===== src/rtl/disp_pkg.sv =====
// disp_pkg: shared constants and colour helpers for the display output stage
package disp_pkg;
  localparam logic [0:3][0:3][3:0] BAYER4 = {
    4'd0,  4'd8,  4'd2,  4'd10,
    4'd12, 4'd4,  4'd14, 4'd6,
    4'd3,  4'd11, 4'd1,  4'd9,
    4'd15, 4'd7,  4'd13, 4'd5
  };
  function automatic logic [11:0] colr_expand(input logic [11:0] c, input int bin, input int bout);
    colr_expand = '0;
    for (int i = 0; i < 12; i++)
      if (i < bout) colr_expand[i] = c[bin - 1 - ((bout - 1 - i) % bin)];
  endfunction
  function automatic logic [12:0] colr_sat_add(input logic [12:0] a, input logic [12:0] b, input int bin);
    logic [12:0] lim;
    logic [12:0] sum;
    lim = 13'((1 << bin) - 1);
    sum = a + b;
    return sum > lim ? lim : sum;
  endfunction
endpackage


===== src/rtl/disp_delay.sv =====
// disp_delay: width x depth register chain, async active-low reset to 0 (depth 0 is a wire)
module disp_delay #(
  parameter int W = 8,
  parameter int DEPTH = 1
) (
  input  logic         clk,
  input  logic         rst_n,
  input  logic [W-1:0] d,
  output logic [W-1:0] q
);
  if (DEPTH == 0) begin : g_wire
    assign q = d;
  end else begin : g_regs
    logic [W-1:0] pipe [DEPTH];
    // shift the bundle one stage per clock
    always_ff @(posedge clk or negedge rst_n)
      if (!rst_n) begin
        for (int i = 0; i < DEPTH; i++) pipe[i] <= '0;
      end else begin
        pipe[0] <= d;
        for (int i = 1; i < DEPTH; i++) pipe[i] <= pipe[i-1];
      end
    assign q = pipe[DEPTH-1];
  end
endmodule


===== src/rtl/disp_colr_adapt.sv =====
// disp_colr_adapt: pipelined RGB width adapter with blanking; ordered dither under DISP_COLR_DITHER_EN
module disp_colr_adapt
  import disp_pkg::*;
#(
  parameter int BPC_IN  = 5,
  parameter int BPC_OUT = 8,
  parameter int CORDW   = 16,
  parameter int PIPE    = 2
) (
  input  logic                    clk_pix,
  input  logic                    rst_pix_n,
  input  logic signed [CORDW-1:0] in_x,
  input  logic signed [CORDW-1:0] in_y,
  input  logic                    in_hsync,
  input  logic                    in_vsync,
  input  logic                    in_de,
  input  logic                    in_frame,
  input  logic [BPC_IN-1:0]       in_r,
  input  logic [BPC_IN-1:0]       in_g,
  input  logic [BPC_IN-1:0]       in_b,
  output logic signed [CORDW-1:0] out_x,
  output logic signed [CORDW-1:0] out_y,
  output logic                    out_hsync,
  output logic                    out_vsync,
  output logic                    out_de,
  output logic                    out_frame,
  output logic [BPC_OUT-1:0]      out_r,
  output logic [BPC_OUT-1:0]      out_g,
  output logic [BPC_OUT-1:0]      out_b
);
  localparam int D   = BPC_IN > BPC_OUT ? BPC_IN - BPC_OUT : 0;
  localparam int SHR = D <= 4 ? 4 - D : 0;
  localparam int SHL = D > 4 ? D - 4 : 0;
  localparam int W   = 2 * CORDW + 4 + 3 * BPC_OUT;
  logic [3:0] thr;
`ifdef DISP_COLR_DITHER_EN
  logic [1:0] frame_cnt;
  logic [1:0] row;
  logic [1:0] col;
  // frame counter steps after each frame-start pixel, rotating the dither pattern
  always_ff @(posedge clk_pix or negedge rst_pix_n)
    if (!rst_pix_n) frame_cnt <= '0;
    else if (in_frame) frame_cnt <= frame_cnt + 2'd1;
  assign row = in_y[1:0] + frame_cnt;
  assign col = in_x[1:0] + frame_cnt;
  assign thr = BAYER4[row][col];
`else
  assign thr = 4'd0;
`endif
  function automatic logic [BPC_OUT-1:0] conv(input logic [BPC_IN-1:0] c, input logic [3:0] t);
    logic [11:0] e;
    logic [12:0] s;
    e = colr_expand(12'(c), BPC_IN, BPC_OUT);
    s = D <= 4 ? 13'(t) >> SHR : 13'(t) << SHL;
    if (BPC_OUT >= BPC_IN) return e[BPC_OUT-1:0];
`ifdef DISP_COLR_DITHER_EN
    return BPC_OUT'(colr_sat_add(13'(c), s, BPC_IN) >> D);
`else
    return BPC_OUT'(13'(c) >> D);
`endif
  endfunction
  logic [BPC_OUT-1:0] r1, g1, b1;
  logic [W-1:0] s1, q;
  // stage-1 colour conversion, blanked outside the active area
  always_comb begin
    r1 = in_de ? conv(in_r, thr) : '0;
    g1 = in_de ? conv(in_g, thr) : '0;
    b1 = in_de ? conv(in_b, thr) : '0;
  end
  // stage-1 register captures converted colour alongside timing and position
  always_ff @(posedge clk_pix or negedge rst_pix_n)
    if (!rst_pix_n) s1 <= '0;
    else s1 <= {in_x, in_y, in_hsync, in_vsync, in_de, in_frame, r1, g1, b1};
  disp_delay #(.W(W), .DEPTH(PIPE - 1)) u_delay (
    .clk   (clk_pix),
    .rst_n (rst_pix_n),
    .d     (s1),
    .q     (q)
  );
  assign {out_x, out_y, out_hsync, out_vsync, out_de, out_frame, out_r, out_g, out_b} = q;
endmodule


===== config.mk =====
export PLATFORM = sky130hd
export DESIGN_NAME = disp_colr_adapt
export DESIGN_NICKNAME = d
export VERILOG_FILES = /design/src/rtl/disp_pkg.sv /design/src/rtl/disp_delay.sv /design/src/rtl/disp_colr_adapt.sv
export SDC_FILE = /design/constraint.sdc
export NUM_CORES = 1
export LEC_CHECK = 0
export BUFFER_PORTS_ARGS = -buffer_cell sky130_fd_sc_hd__buf_2
export CAP_MARGIN = 20
export CORE_MARGIN = 2
export CORE_UTILIZATION = 50
export CTS_BUF_LIST = sky130_fd_sc_hd__clkbuf_4
export CTS_CLUSTER_DIAMETER = 40
export CTS_CLUSTER_SIZE = 24
export DETAILED_ROUTE_END_ITERATION = 10
export GPL_TIMING_DRIVEN = 0
export PLACE_DENSITY = 0.87
export SETUP_SLACK_MARGIN = 0.3
export SLEW_MARGIN = 20
export SYNTH_ARGS = -nofsm -noshare
export SYNTH_HDL_FRONTEND = slang
export SYNTH_SLANG_ARGS = --single-unit

===== constraint.sdc =====
create_clock -name clk_pix -period 0.9 [get_ports clk_pix]
set_input_delay 0.045 -clock clk_pix [delete_from_list [all_inputs] [get_ports clk_pix]]
set_output_delay 0.045 -clock clk_pix [all_outputs]
set_load 0.02 [all_outputs]

==> flow_summary.json, run 1 <==
{
  "status": "finished with violations",
  "violations": "hold timing, setup timing",
  "post-synth-top-count-cell": "dfrtp_1",
  "drcViolationCount": 0,
  "wl_met3_um": 582,
  "io_buffers": 112,
  "worstMarginPinSlew_ns": 0.561,
  "crit_arrival_ns": 1.13,
  "synth_area_per_cell_um2": 21.6,
  "vias": 1655,
  "initial_core_util": 0.526,
  "final_net_count": 355,
  "place_congestion": 0.659,
  "top_layer_used": "met4",
  "final_max_slew_viol_count": 0,
  "regToRegEndpoint": "u_delay.q[4]",
  "wl_met2_mm": 3.51,
  "wl_mm": 6.71,
  "hold_viol": 48,
  "synthTopCellsByCount": "102 x dfrtp_1, 11 x and2_2, 9 x buf_4, 4 x and2_1, 1 x buf_6",
  "hold-worst-slack_ns": -0.423,
  "min_path_type": "primary input to asynchronous set/reset pin",
  "seq_area_frac_synth": 0.932,
  "synthMuxAreaShare": 0,
  "grt_max_degree": 59,
  "async_reset_ff_frac": 1.00,
  "syn_area_um2": 2740,
  "p_leak_nw": 2.17,
  "dpl.cell_count": 310,
  "cts_setup_buffers": 0,
  "endpoint_kind": "primary output",
  "ir_worst_vdd_mv": 1.36,
  "rsz0062_at_grt": "yes",
  "pwr-share-comb": 0.125,
  "grt_pass1_vias": 1881,
  "die_y_um": 78.0,
  "cts-root-buf": "clkbuf_4",
  "swShare": 0.244,
  "p_seq_frac": 0.624,
  "post-route-min-period_ns": 1.18,
  "track_usage": 0.229,
  "clk_pin_slew_ns": 0.15,
  "cts.sinks": 102,
  "yosys.area_share.adder": 0,
  "rr_worst_depth": 0,
  "num_io_pins": 113,
  "setup_viol": 60,
  "antenna_found_initial": 1,
  "path_class": "flop to primary output",
  "yosys_most_used_dff": "dfrtp_1",
  "htreeDepth": 3,
  "grt_first_pass_wirelength_mm": 9.82,
  "yosys.area.top_type": "dfrtp_1",
  "startpoint_type": "flop",
  "crit_path_max_fanout": 2,
  "drt-initial-drc-count": 53,
  "synth-xor-area-share": 0,
  "vias_per_cell": 4.38,
  "total_power_mw": 7.90,
  "cts_tree": "yes",
  "wl_met1_mm": 2.45,
  "yosys_register_bits": 102,
  "cts_max_path_buffers": 2,
  "drive_gt1_frac": 0.508,
  "pwr-share-clk": 0.251,
  "p_int_mw": 5.97,
  "syn_to_final_growth_pct": 62.6,
  "synth-compound-area-share": 0,
  "period_share": 1.31,
  "core-area_um2": 5200,
  "reg2reg_from": "s1[4]",
  "synth_cells": 127,
  "timing.final.ws_setup_ns": -0.277,
  "powerDensity_nw_per_um2": 1770,
  "clk-insertion-delay-late_ns": 0.44,
  "syn_nets": 180,
  "slew_headroom": 0.626,
  "antenna_left": 0,
  "regToRegSetupSlack_ns": 0.37,
  "fin_skew_ns": 0.0174,
  "rows": 26,
  "maxCapViolCount": 0,
  "dieWidth_um": 78.0,
  "yosys.area.top_type_share": 0.932,
  "synthTopCellsByArea": "dfrtp_1 93%, and2_2 3.0%, buf_4 2.5%",
  "cp.required_ns": 0.85,
  "layout.cells.non_filler": 378,
  "fmax_mhz": 849,
  "die-area_um2": 6090,
  "synth_edf_count": 0,
  "gr-total-overflow": 0,
  "synth.distinct_cells": 5,
  "synthSimpleGateAreaFrac": 0.0393,
  "firstDrtPassIters": 4,
  "yosysWarnings": 0,
  "cts_inserted_buffers": 9,
  "power_switching_mw": 1.92,
  "synth_top_family_by_area": "simple AND/OR/NAND/NOR gates",
  "post_drt_wl_per_cell_um": 17.8
}
==> power by group through the flow <==
stage | Combinational (mW) | Clock [mW] | Sequential (mW)
floorplan | 0.104 | 0 | 5.12
finish | 0.991 | 1.98 | 4.93
global placement | 0.590 | 0 | 4.96
detailed placement | 0.624 | 0 | 4.98
CTS | 0.946 | 1.96 | 4.91
global route | 1.05 | 2.27 | 4.95
==> cells in the final DEF, fill, tap and decap left out <==
cell	instances
dfrtp_1	93
buf_6	69
buf_2	52
dlygate4sd3_1	51
and2_2	11
clkbuf_4	11
dfrtp_2	9
and2_1	4
clkinv_1	3
clkinvlp_4	2
diode_2	1
buf_4	1
buf_16	1
==> state kept, by name, summed over array words and instances, names as in the netlist <==
signal	cells
u_delay.q	51
s1	51
==> through the flow <==
stage / hold slack [ns] / cell area [µm²] / TNS (ns) / worst slack (ns) / util
finish: -0.423 / 4450 / -8.26 / -0.277 / 0.856
global route: -0.399 / 4450 / -11.26 / -0.327 / 0.856
CTS: -0.409 / 4420 / -9.13 / -0.265 / 0.848
detailed placement: 0.0746 / 3460 / 0 / 0.132 / 0.665
global placement: 0.153 / 3430 / -106.17 / -1.19 / 0.659
floorplan: -0.251 / 2780 / 0 / 0.278 / -
==> layer usage <==
layer,vias to the layer above,global-route usage
met5,-,0
met4,0,0.114
met3,14,0.0805
met2,87,0.380
met1,822,0.266
li1,732,-
==> worst max-delay path by stage <==
stage,start,end,cells past startpoint,slack (ns)
final,u_delay.q[14],out_g[6],2,-0.28
after global routing,u_delay.q[5],out_b[5],2,-0.33
after CTS,u_delay.q[7],out_b[7],2,-0.26
after detailed placement,rst_pix_n,u_delay.q[21],2,0.13
after global placement,rst_pix_n,u_delay.q[15],1,-1.19
after floorplan,u_delay.q[5],out_b[5],1,0.28
==> worst max-delay path, stage by stage, from the launching register on <==
cell,delay (ns)
dfrtp_2,0.46
buf_6,0.12
buf_6,0.12
==> timing repair <==
action                     CTS  global route
hold buffers                51             1
hold endpoints to repair    95            50
cloned                       0             0
gates resized for setup    107            11
setup endpoints to repair   60            65
==> cell type report <==
class	instances	area, µm²
Sequential cell	102	2560
Timing Repair Buffer	164	1470
Tap cell	70	87.6
Buffer	10	113
Clock buffer	11	82.6
Fill cell	225	752
Antenna cell	1	2.50
Clock inverter	5	26.3
Multi-Input combinational cell	15	108
==> kinds of logic (layout without fill, tap and decap cells) <==
family | after synthesis | after routing
other | 0 | 1
DFF | 102 | 102
buffers and inverters | 10 | 190
and+or+nand+nor | 15 | 15
(Power assumes the default switching activity.)
==> inputs of run 2 (changes only) <==
--- a/config.mk
+++ b/config.mk
@@ -8,13 +8,13 @@
 export BUFFER_PORTS_ARGS = -buffer_cell sky130_fd_sc_hd__buf_2
 export CAP_MARGIN = 20
 export CORE_MARGIN = 2
-export CORE_UTILIZATION = 50
+export CORE_UTILIZATION = 49
 export CTS_BUF_LIST = sky130_fd_sc_hd__clkbuf_4
 export CTS_CLUSTER_DIAMETER = 40
 export CTS_CLUSTER_SIZE = 24
 export DETAILED_ROUTE_END_ITERATION = 10
 export GPL_TIMING_DRIVEN = 0
-export PLACE_DENSITY = 0.87
+export PLACE_DENSITY = 0.85
 export SETUP_SLACK_MARGIN = 0.3
 export SLEW_MARGIN = 20
 export SYNTH_ARGS = -nofsm -noshare
==> constraint.sdc (replaced) <==
create_clock -name clk_pix -period 1.1 [get_ports clk_pix]
set_input_delay 0.055 -clock clk_pix [delete_from_list [all_inputs] [get_ports clk_pix]]
set_output_delay 0.055 -clock clk_pix [all_outputs]
set_load 0.02 [all_outputs]
==> flow_summary.json, run 2 (synthesized netlist as in run 1, its figures left out) <==
{
  "htreeDepth": 3,
  "grt_first_pass_wirelength_mm": 9.52,
  "status": "finished with violations",
  "crit_path_max_fanout": 2,
  "cp.buffers_inverters": 2,
  "cts_setup_buffers": 0,
  "cts.sinks": 102,
  "gr-total-overflow": 0,
  "die-area_um2": 6200,
  "slowest_stage": "dfrtp_1",
  "reg2reg_from": "s1[11]",
  "dp_hpwl_mm": 2.95,
  "hold_viol": 0,
  "path_delay_family": "flip-flops",
  "core-area_um2": 5440,
  "startpoint_type": "flop",
  "timing.final.ws_setup_ns": -0.107,
  "grt_pass1_vias": 1896,
  "cts_inserted_buffers": 9,
  "post_drt_wl_per_cell_um": 16.3,
  "wl_mm": 6.21,
  "ir_worst_vdd_mv": 1.15,
  "cp.required_ns": 1.04,
  "dieWidth_um": 78.8,
  "fmax_mhz": 828,
  "final_util": 0.830,
  "layout.cells.non_filler": 381,
  "crit_top_cell": "buf_6",
  "io_buffers": 112,
  "syn_to_final_growth_pct": 64.8,
  "cts_tree": "yes",
  "cts_max_path_buffers": 2,
  "powerDensity_nw_per_um2": 1540,
  "period_share": 1.10,
  "final_max_slew_viol_count": 0,
  "rows": 27,
  "path_class": "flop to primary output",
  "maxCapViolCount": 0,
  "crit_arrival_ns": 1.15,
  "drive_gt1_frac": 0.484,
  "min_path_type": "primary input to asynchronous set/reset pin",
  "total_power_mw": 6.93,
  "dpl.cell_count": 312,
  "finalInstanceArea_um2": 4510,
  "violations": "setup timing",
  "regToRegEndpoint": "u_delay.q[11]",
  "worstMarginPinSlew_ns": 0.390,
  "fin_skew_ns": 0.0169,
  "grt_max_degree": 55,
  "vias_per_cell": 4.35,
  "antenna_found_initial": 1,
  "drt-initial-drc-count": 22,
  "clk-insertion-delay-late_ns": 0.42,
  "setup_viol": 10,
  "antenna_left": 0,
  "final_net_count": 356,
  "max_stage_delay_ns": 0.46,
  "place_congestion": 0.678,
  "final_common_cell": "dfrtp_1",
  "cp-startpoint": "u_delay.q[7]",
  "clk_pin_slew_ns": 0.16,
  "p_leak_nw": 2.22,
  "cts-root-buf": "clkbuf_4",
  "die_y_um": 78.8,
  "rr_worst_depth": 0,
  "post-route-min-period_ns": 1.21,
  "vias": 1658,
  "hold-worst-slack_ns": 0.122,
  "timing.setup.tns_ns": -0.692,
  "initial_core_util": 0.504,
  "num_io_pins": 113,
  "track_usage": 0.218,
  "endpoint_kind": "primary output",
  "firstDrtPassIters": 3,
  "place_area_um2": 3420,
  "crit_chain": "buf_6 > buf_6",
  "place_ws_ns": 0.407,
  "regToRegSetupSlack_ns": 0.58,
  "slew_headroom": 0.740,
  "layout_common_cells": "102 x dfrtp_1, 69 x buf_6, 52 x dlygate4sd3_1",
  "drcViolationCount": 0,
  "rsz0062_at_grt": "yes"
}
run 2: cell types whose count changed in the layout (fill, tap and decap cells not counted), sizes merged:
cell         before  now
buf             123  122
bufinv            0    2
clkinv            3    2
clkinvlp          2    1
dlygate4sd3      51   52
inv               0    1
run 2: metal layers:
metal  wire (µm)  global-route usage
met3         464              0.0727
met5           0                   0
met4         168               0.112
met2        3340               0.379
met1        2230               0.237
run 2: repair_timing:
item	in CTS	in global routing
hold endpoints to repair	153	0
endpoints found under the setup margin	60	97
resized for setup	123	6
hold buffers	52	0
run 2: power by group:
part	total, mW	internal, mW	switching [mW]
Sequential	4.03	3.94	0.0883
Clock	2.10	0.946	1.15
Combinational	0.804	0.456	0.348
run 2: worst max path at each step:
stage                     to  slack [ns]  depth (start not counted)
6_report            out_b[7]       -0.11                          2
5_1_grt             out_r[5]       -0.14                          2
4_1_cts             out_b[7]       -0.08                          2
3_5_place_dp        out_b[7]        0.41                          2
3_3_place_gp   u_delay.q[35]       -0.87                          1
2_1_floorplan       out_b[5]        0.43                          1
run 2: layout make-up:
cell class                      instances  area [µm²]
Clock buffer                           10        75.1
Multi-Input combinational cell         15         108
Sequential cell                       102        2550
Tap cell                               72        90.1
Buffer                                 10         113
Fill cell                             259         925
Clock inverter                          6        85.1
Antenna cell                            1        2.50
Timing Repair Buffer                  165        1490
